<file path="src/rtl/rt_frame_ctrl.sv">
// Avalon-MM run controller for the raytracer: issues a one-cycle start pulse,
// tracks the frame until rt_done or timeout, and reports status, counters and irq.
module rt_frame_ctrl #(
    parameter int unsigned CYC_W = 32,
    parameter int unsigned FRM_W = 16
) (
    input  logic        clk,
    input  logic        reset,
    input  logic [2:0]  avs_s0_address,
    input  logic        avs_s0_read,
    output logic [31:0] avs_s0_readdata,
    input  logic        avs_s0_write,
    input  logic [31:0] avs_s0_writedata,
    output logic        start_rt,
    input  logic        rt_done,
    output logic        irq
);

    localparam int unsigned DATA_W = 32;
    localparam int unsigned CMP_W  = DATA_W + 1;

    localparam logic [1:0] ST_IDLE = 2'd0;
    localparam logic [1:0] ST_ARM  = 2'd1;
    localparam logic [1:0] ST_RUN  = 2'd2;

    localparam logic [2:0] A_CTRL   = 3'd0;
    localparam logic [2:0] A_STATUS = 3'd1;
    localparam logic [2:0] A_LIM    = 3'd2;
    localparam logic [2:0] A_CYCLES = 3'd3;
    localparam logic [2:0] A_FRAMES = 3'd4;

    logic [1:0]        state_q,  state_d;
    logic              irq_en_q, irq_en_d;
    logic              done_q,   done_d;
    logic              tmo_q,    tmo_d;
    logic [DATA_W-1:0] lim_q,    lim_d;
    logic [CYC_W-1:0]  cycles_q, cycles_d;
    logic [FRM_W-1:0]  frames_q, frames_d;
    logic              start_q,  start_d;
    logic              irq_q,    irq_d;
    logic [DATA_W-1:0] rdata_q,  rdata_d;

    logic              wr_ctrl;
    logic              busy;
    logic [CMP_W-1:0]  cyc_inc;

    assign wr_ctrl = avs_s0_write && (avs_s0_address == A_CTRL);
    assign busy    = (state_q != ST_IDLE);
    // Unsaturated count of this RUN cycle, widened so the compare never wraps.
    assign cyc_inc = CMP_W'(cycles_q) + CMP_W'(1);

    // Next-state, CSR and counter logic.
    always_comb begin
        state_d  = state_q;
        irq_en_d = irq_en_q;
        done_d   = done_q;
        tmo_d    = tmo_q;
        lim_d    = lim_q;
        cycles_d = cycles_q;
        frames_d = frames_q;
        start_d  = 1'b0;

        if (wr_ctrl) begin
            irq_en_d = avs_s0_writedata[1];
            if (avs_s0_writedata[2]) begin
                done_d = 1'b0;
                tmo_d  = 1'b0;
            end
        end
        if (avs_s0_write && (avs_s0_address == A_LIM)) begin
            lim_d = avs_s0_writedata;
        end

        case (state_q)
            ST_IDLE: begin
                if (wr_ctrl && avs_s0_writedata[0]) begin
                    state_d  = ST_ARM;
                    start_d  = 1'b1;
                    cycles_d = '0;
                    done_d   = 1'b0;
                    tmo_d    = 1'b0;
                end
            end
            ST_ARM: begin
                state_d = ST_RUN;
            end
            ST_RUN: begin
                if (cycles_q != {CYC_W{1'b1}}) begin
                    cycles_d = cycles_q + CYC_W'(1);
                end
                // Completion overrides a same-cycle CLEAR.
                if (rt_done) begin
                    state_d  = ST_IDLE;
                    done_d   = 1'b1;
                    frames_d = frames_q + FRM_W'(1);
                end else if ((lim_q != '0) && (cyc_inc >= CMP_W'(lim_q))) begin
                    state_d  = ST_IDLE;
                    done_d   = 1'b1;
                    tmo_d    = 1'b1;
                    frames_d = frames_q + FRM_W'(1);
                end
            end
            default: begin
                state_d = ST_IDLE;
            end
        endcase

        irq_d = irq_en_q & done_q;
    end

    // Registered read mux, latency one.
    always_comb begin
        rdata_d = '0;
        if (avs_s0_read) begin
            case (avs_s0_address)
                A_CTRL:   rdata_d = DATA_W'({irq_en_q, 1'b0});
                A_STATUS: rdata_d = DATA_W'({irq_q, tmo_q, done_q, busy});
                A_LIM:    rdata_d = lim_q;
                A_CYCLES: rdata_d = DATA_W'(cycles_q);
                A_FRAMES: rdata_d = DATA_W'(frames_q);
                default:  rdata_d = '0;
            endcase
        end
    end

    always_ff @(posedge clk) begin
        if (reset) begin
            state_q  <= ST_IDLE;
            irq_en_q <= 1'b0;
            done_q   <= 1'b0;
            tmo_q    <= 1'b0;
            lim_q    <= '0;
            cycles_q <= '0;
            frames_q <= '0;
            start_q  <= 1'b0;
            irq_q    <= 1'b0;
            rdata_q  <= '0;
        end else begin
            state_q  <= state_d;
            irq_en_q <= irq_en_d;
            done_q   <= done_d;
            tmo_q    <= tmo_d;
            lim_q    <= lim_d;
            cycles_q <= cycles_d;
            frames_q <= frames_d;
            start_q  <= start_d;
            irq_q    <= irq_d;
            rdata_q  <= rdata_d;
        end
    end

    assign start_rt        = start_q;
    assign irq             = irq_q;
    assign avs_s0_readdata = rdata_q;

endmodule

</file>
<file path="config.mk">
export PLATFORM = sky130hd
export DESIGN_NAME = rt_frame_ctrl
export DESIGN_NICKNAME = d
export VERILOG_FILES = /design/src/rtl/rt_frame_ctrl.sv
export SDC_FILE = /design/constraint.sdc
export NUM_CORES = 1
export LEC_CHECK = 0
export ABC_AREA = 1
export CAP_MARGIN = 20
export CORE_ASPECT_RATIO = 0.75
export CORE_MARGIN = 8
export CORE_UTILIZATION = 60
export DETAILED_ROUTE_END_ITERATION = 7
export PLACE_DENSITY_LB_ADDON = 0.05
export SLEW_MARGIN = 20
export SYNTH_ARGS = -nofsm -noshare
export SYNTH_HDL_FRONTEND = slang
export SYNTH_SLANG_ARGS = --single-unit
</file>
<file path="constraint.sdc">
create_clock -name clk -period 7.4 [get_ports clk]
set_input_delay 1.48 -clock clk [delete_from_list [all_inputs] [get_ports clk]]
set_output_delay 1.48 -clock clk [all_outputs]
set_load 0.02 [all_outputs]
</file>
==> results.yml <==
finish:
  diodes: 0
  final_nets: 986
  layout_common_cells: "nand2_1 (170), dfxtp_1 (119), a21oi_1 (95), nor2_1 (88), inv_1 (84)"
  final_common_cell: "nand2_1"
  area_delta_synth_final_pct: 21.98
  utilization: 0.7461
  drive_above_1_share: 0.07143
  fill_cells: 811
clock_tree:
  cts_buffer_depth: 2
  post_cts.repair.setup_buffers: 0
  clk_latency_ps: 410
  clock-sinks: 119
  root_buffer: "clkbuf_16"
  cts_hold_buf: 0
  cts_htree_levels: 4
  cts-buffers-inserted: 17
  cts_resized: 0
  clkTransAtPathRegs_ps: 50
  cts_tree: "done"
grt:
  gr-usage-met1: 0.3544
  grt_pass1_vias: 5905
  use_met2: 0.3802
  grt_usage: 0.2548
  busiest_layer: "met2"
  grt_pass1_wl_um: 29270
  grt_overflow_total: 0
  grt_max_degree: 61
  met3_usage: 0.05164
  antenna_found_initial: 0
synthesis:
  synth_area_leader_cell: "dfxtp_1"
  synth_cell_types: 37
  syn_avg_cell_area_um2: 7.338
  yosysTopAreaCellShare: 0.3815
  netlist_top_cells_area: "dfxtp_1 (38%), nand2_1 (10%), a21oi_1 (7.6%)"
  ys_ff_latch: 119
  synth-edff-count: 0
  yosysWarnings: 0
  syn_nets: 925
  synthArstFlopShare: 0
  syn_area_mm2: 0.006245
  synth_flop_cell: "dfxtp_1"
  yosysSeqAreaShare: 0.3815
  netlist_instances: 851
worst_setup_path:
  cp-start-kind: "register"
  crit_path_start: "cycles_q[0]$_SDFFE_PP0P_"
  rr_worst_depth: 23
  reg2reg_from: "cycles_q[0]$_SDFFE_PP0P_"
  worstPathArrival_ps: 4260
  critPathMaxFanout: 18
  regToRegSetupSlack_ps: 3420
  required_ps: 7670
  cp-end-kind: "register"
  timing.rr.end: "frames_q[10]$_SDFFE_PP0P_"
  path_class: "reg2reg"
die:
  die_y_um: 104.4
  start_util: 0.6116
  fp.dieW_um: 133.8
  coreArea_mm2: 0.01021
  pin_count: 74
  row_count: 32
  die_area_mm2: 0.01396
worst_hold_path:
  min_delay_path_depth: 2
  hp-class: "reg2reg"
  min_to: "irq$_SDFF_PP0_"
  min_from: "irq_en_q$_SDFFE_PP0P_"
power_and_ir_drop:
  ir_drop_mv: 0.1546
  power_density_mw_per_mm2: 208.8
  p_leak_nw: 2.896
place:
  gp_congestion: 0.8776
  port-buffer-count: 73
  hpwl_um: 12220
detailed_routing:
  via_per_inst: 5.761
  wirelength_um: 17720
  wl_per_cell_um: 16.72
  vias: 6107
  drtPass1Iterations: 8
  antenna_left: 0
  route.detailed.drc: 0
  drt_iter0_drc: 636
sta:
  worst_pin_slew_ps: 1102
  finalWorstPathRequiredPeriod_ps: 3985
  slew-limit-headroom: 0.2646
  setup_viol: 0
  fin_crit_sh: 0.5385
  clock_skew_ps: 5.152
  finalSetupTns_ps: 0
  hold_viol: 0
  final_max_slew_viol_count: 0
  rsz0062_at_grt: "no"
  clock.fmax_mhz: 251.0
flow_run:
  drv_cap: 0
status:
  outcome: "completed"
[worst max-delay path by stage]
stage	to
final	frames_q[10]$_SDFFE_PP0P_
after global routing	frames_q[6]$_SDFFE_PP0P_
after CTS	frames_q[15]$_SDFFE_PP0P_
after detailed placement	avs_s0_readdata[30]$_SDFF_PP0_
after global placement	avs_s0_readdata[1]$_SDFF_PP0_
after floorplan	frames_q[10]$_SDFFE_PP0P_
[metrics by stage]
stage | std cells | power (mW) | hold slack (ps) | cell area (µm²) | setup slack (ps)
finish | 1060 | 1.590 | 446.1 | 7617 | 3415
CTS | 1060 | 1.588 | 441.8 | 7617 | 3533
floorplan | 851 | 0.7278 | 409.7 | 6245 | 4280
detailed placement | 1029 | 0.7715 | 434.4 | 7028 | 3421
global route | 1060 | 1.636 | 461.4 | 7617 | 3133
global placement | 1028 | 0.7669 | 434.8 | 7000 | 3268
[synth_stat cells, types with 3 or more instances]
cell      instances
xnor2_1          14
clkinv_1          4
inv_1            84
a21o_1            3
a21oi_2           9
buf_2             6
o22ai_1           8
a221oi_1          8
nand2_1         170
nor4_1            9
dfxtp_1         119
clkbuf_1         26
nand3_1          29
nor2_2            7
nor3_1           10
nand4_1          17
o21ai_0          38
a22oi_1          17
ha_1             34
nand2_2          10
xor2_1           26
nor2_1           88
a21oi_1          95
[kinds of logic after synthesis]
group | synth area share
flip-flops | 0.3815
XOR/XNOR | 0.05871
adder cells (fa/ha/maj) | 0.06812
AO/OA/AOI/OAI | 0.1705
AND/OR/NAND/NOR | 0.2416
buffers and inverters | 0.07954
[where the power goes]
| part | switching [mW] | internal [mW] |
|---|---|---|
| Clock | 0.286 | 0.542 |
| Sequential | 0.00324 | 0.648 |
| Combinational | 0.0684 | 0.0417 |
| Total | 0.358 | 1.23 |
[worst max-delay path, stage by stage (launching register included)]
cell and delay [ps]:
dfxtp_1 430, ha_1 200, nand2_1 80, nor2_2 180, nand2_2 130, nor2_2 180, nand2_1 90, nor2_2 150
nand2_2 90, nor2_2 200, nand2_1 90, xor2_1 140, inv_1 80, ha_1 310, nand2_1 80, nor3_1 290
a21boi_0 240, nor2_1 70, nand2_1 110, nand2_2 80, nand2_4 200, nand2_4 210, nand2_1 140, a21oi_2 50
[layer usage]
layer / part of all wire / wire length [µm]
met1: 0.45 / 8060
met2: 0.44 / 7750
met3: 0.092 / 1636
met4: 0.016 / 277
met5: 0 / 0
[flip-flops by register name, summed over array words and instances (netlist names)]
signal and cells:
start_rt 1, cycles_q 32, irq 1, state_q 2, frames_q 16, tmo_q 1, avs_s0_readdata 32, lim_q 32
done_q 1, irq_en_q 1
[cell type report]
cell class,instances,area (µm²),share of cell area
Clock buffer,22,464.2,0.06094
Clock inverter,9,125.1,0.01643
Inverter,89,334.1,0.04386
Multi-Input combinational cell,608,3366,0.4419
Sequential cell,119,2382,0.3127
Tap cell,136,170.2,0.02234
Timing Repair Buffer,77,775.7,0.1018
(Power assumes the default switching activity.)
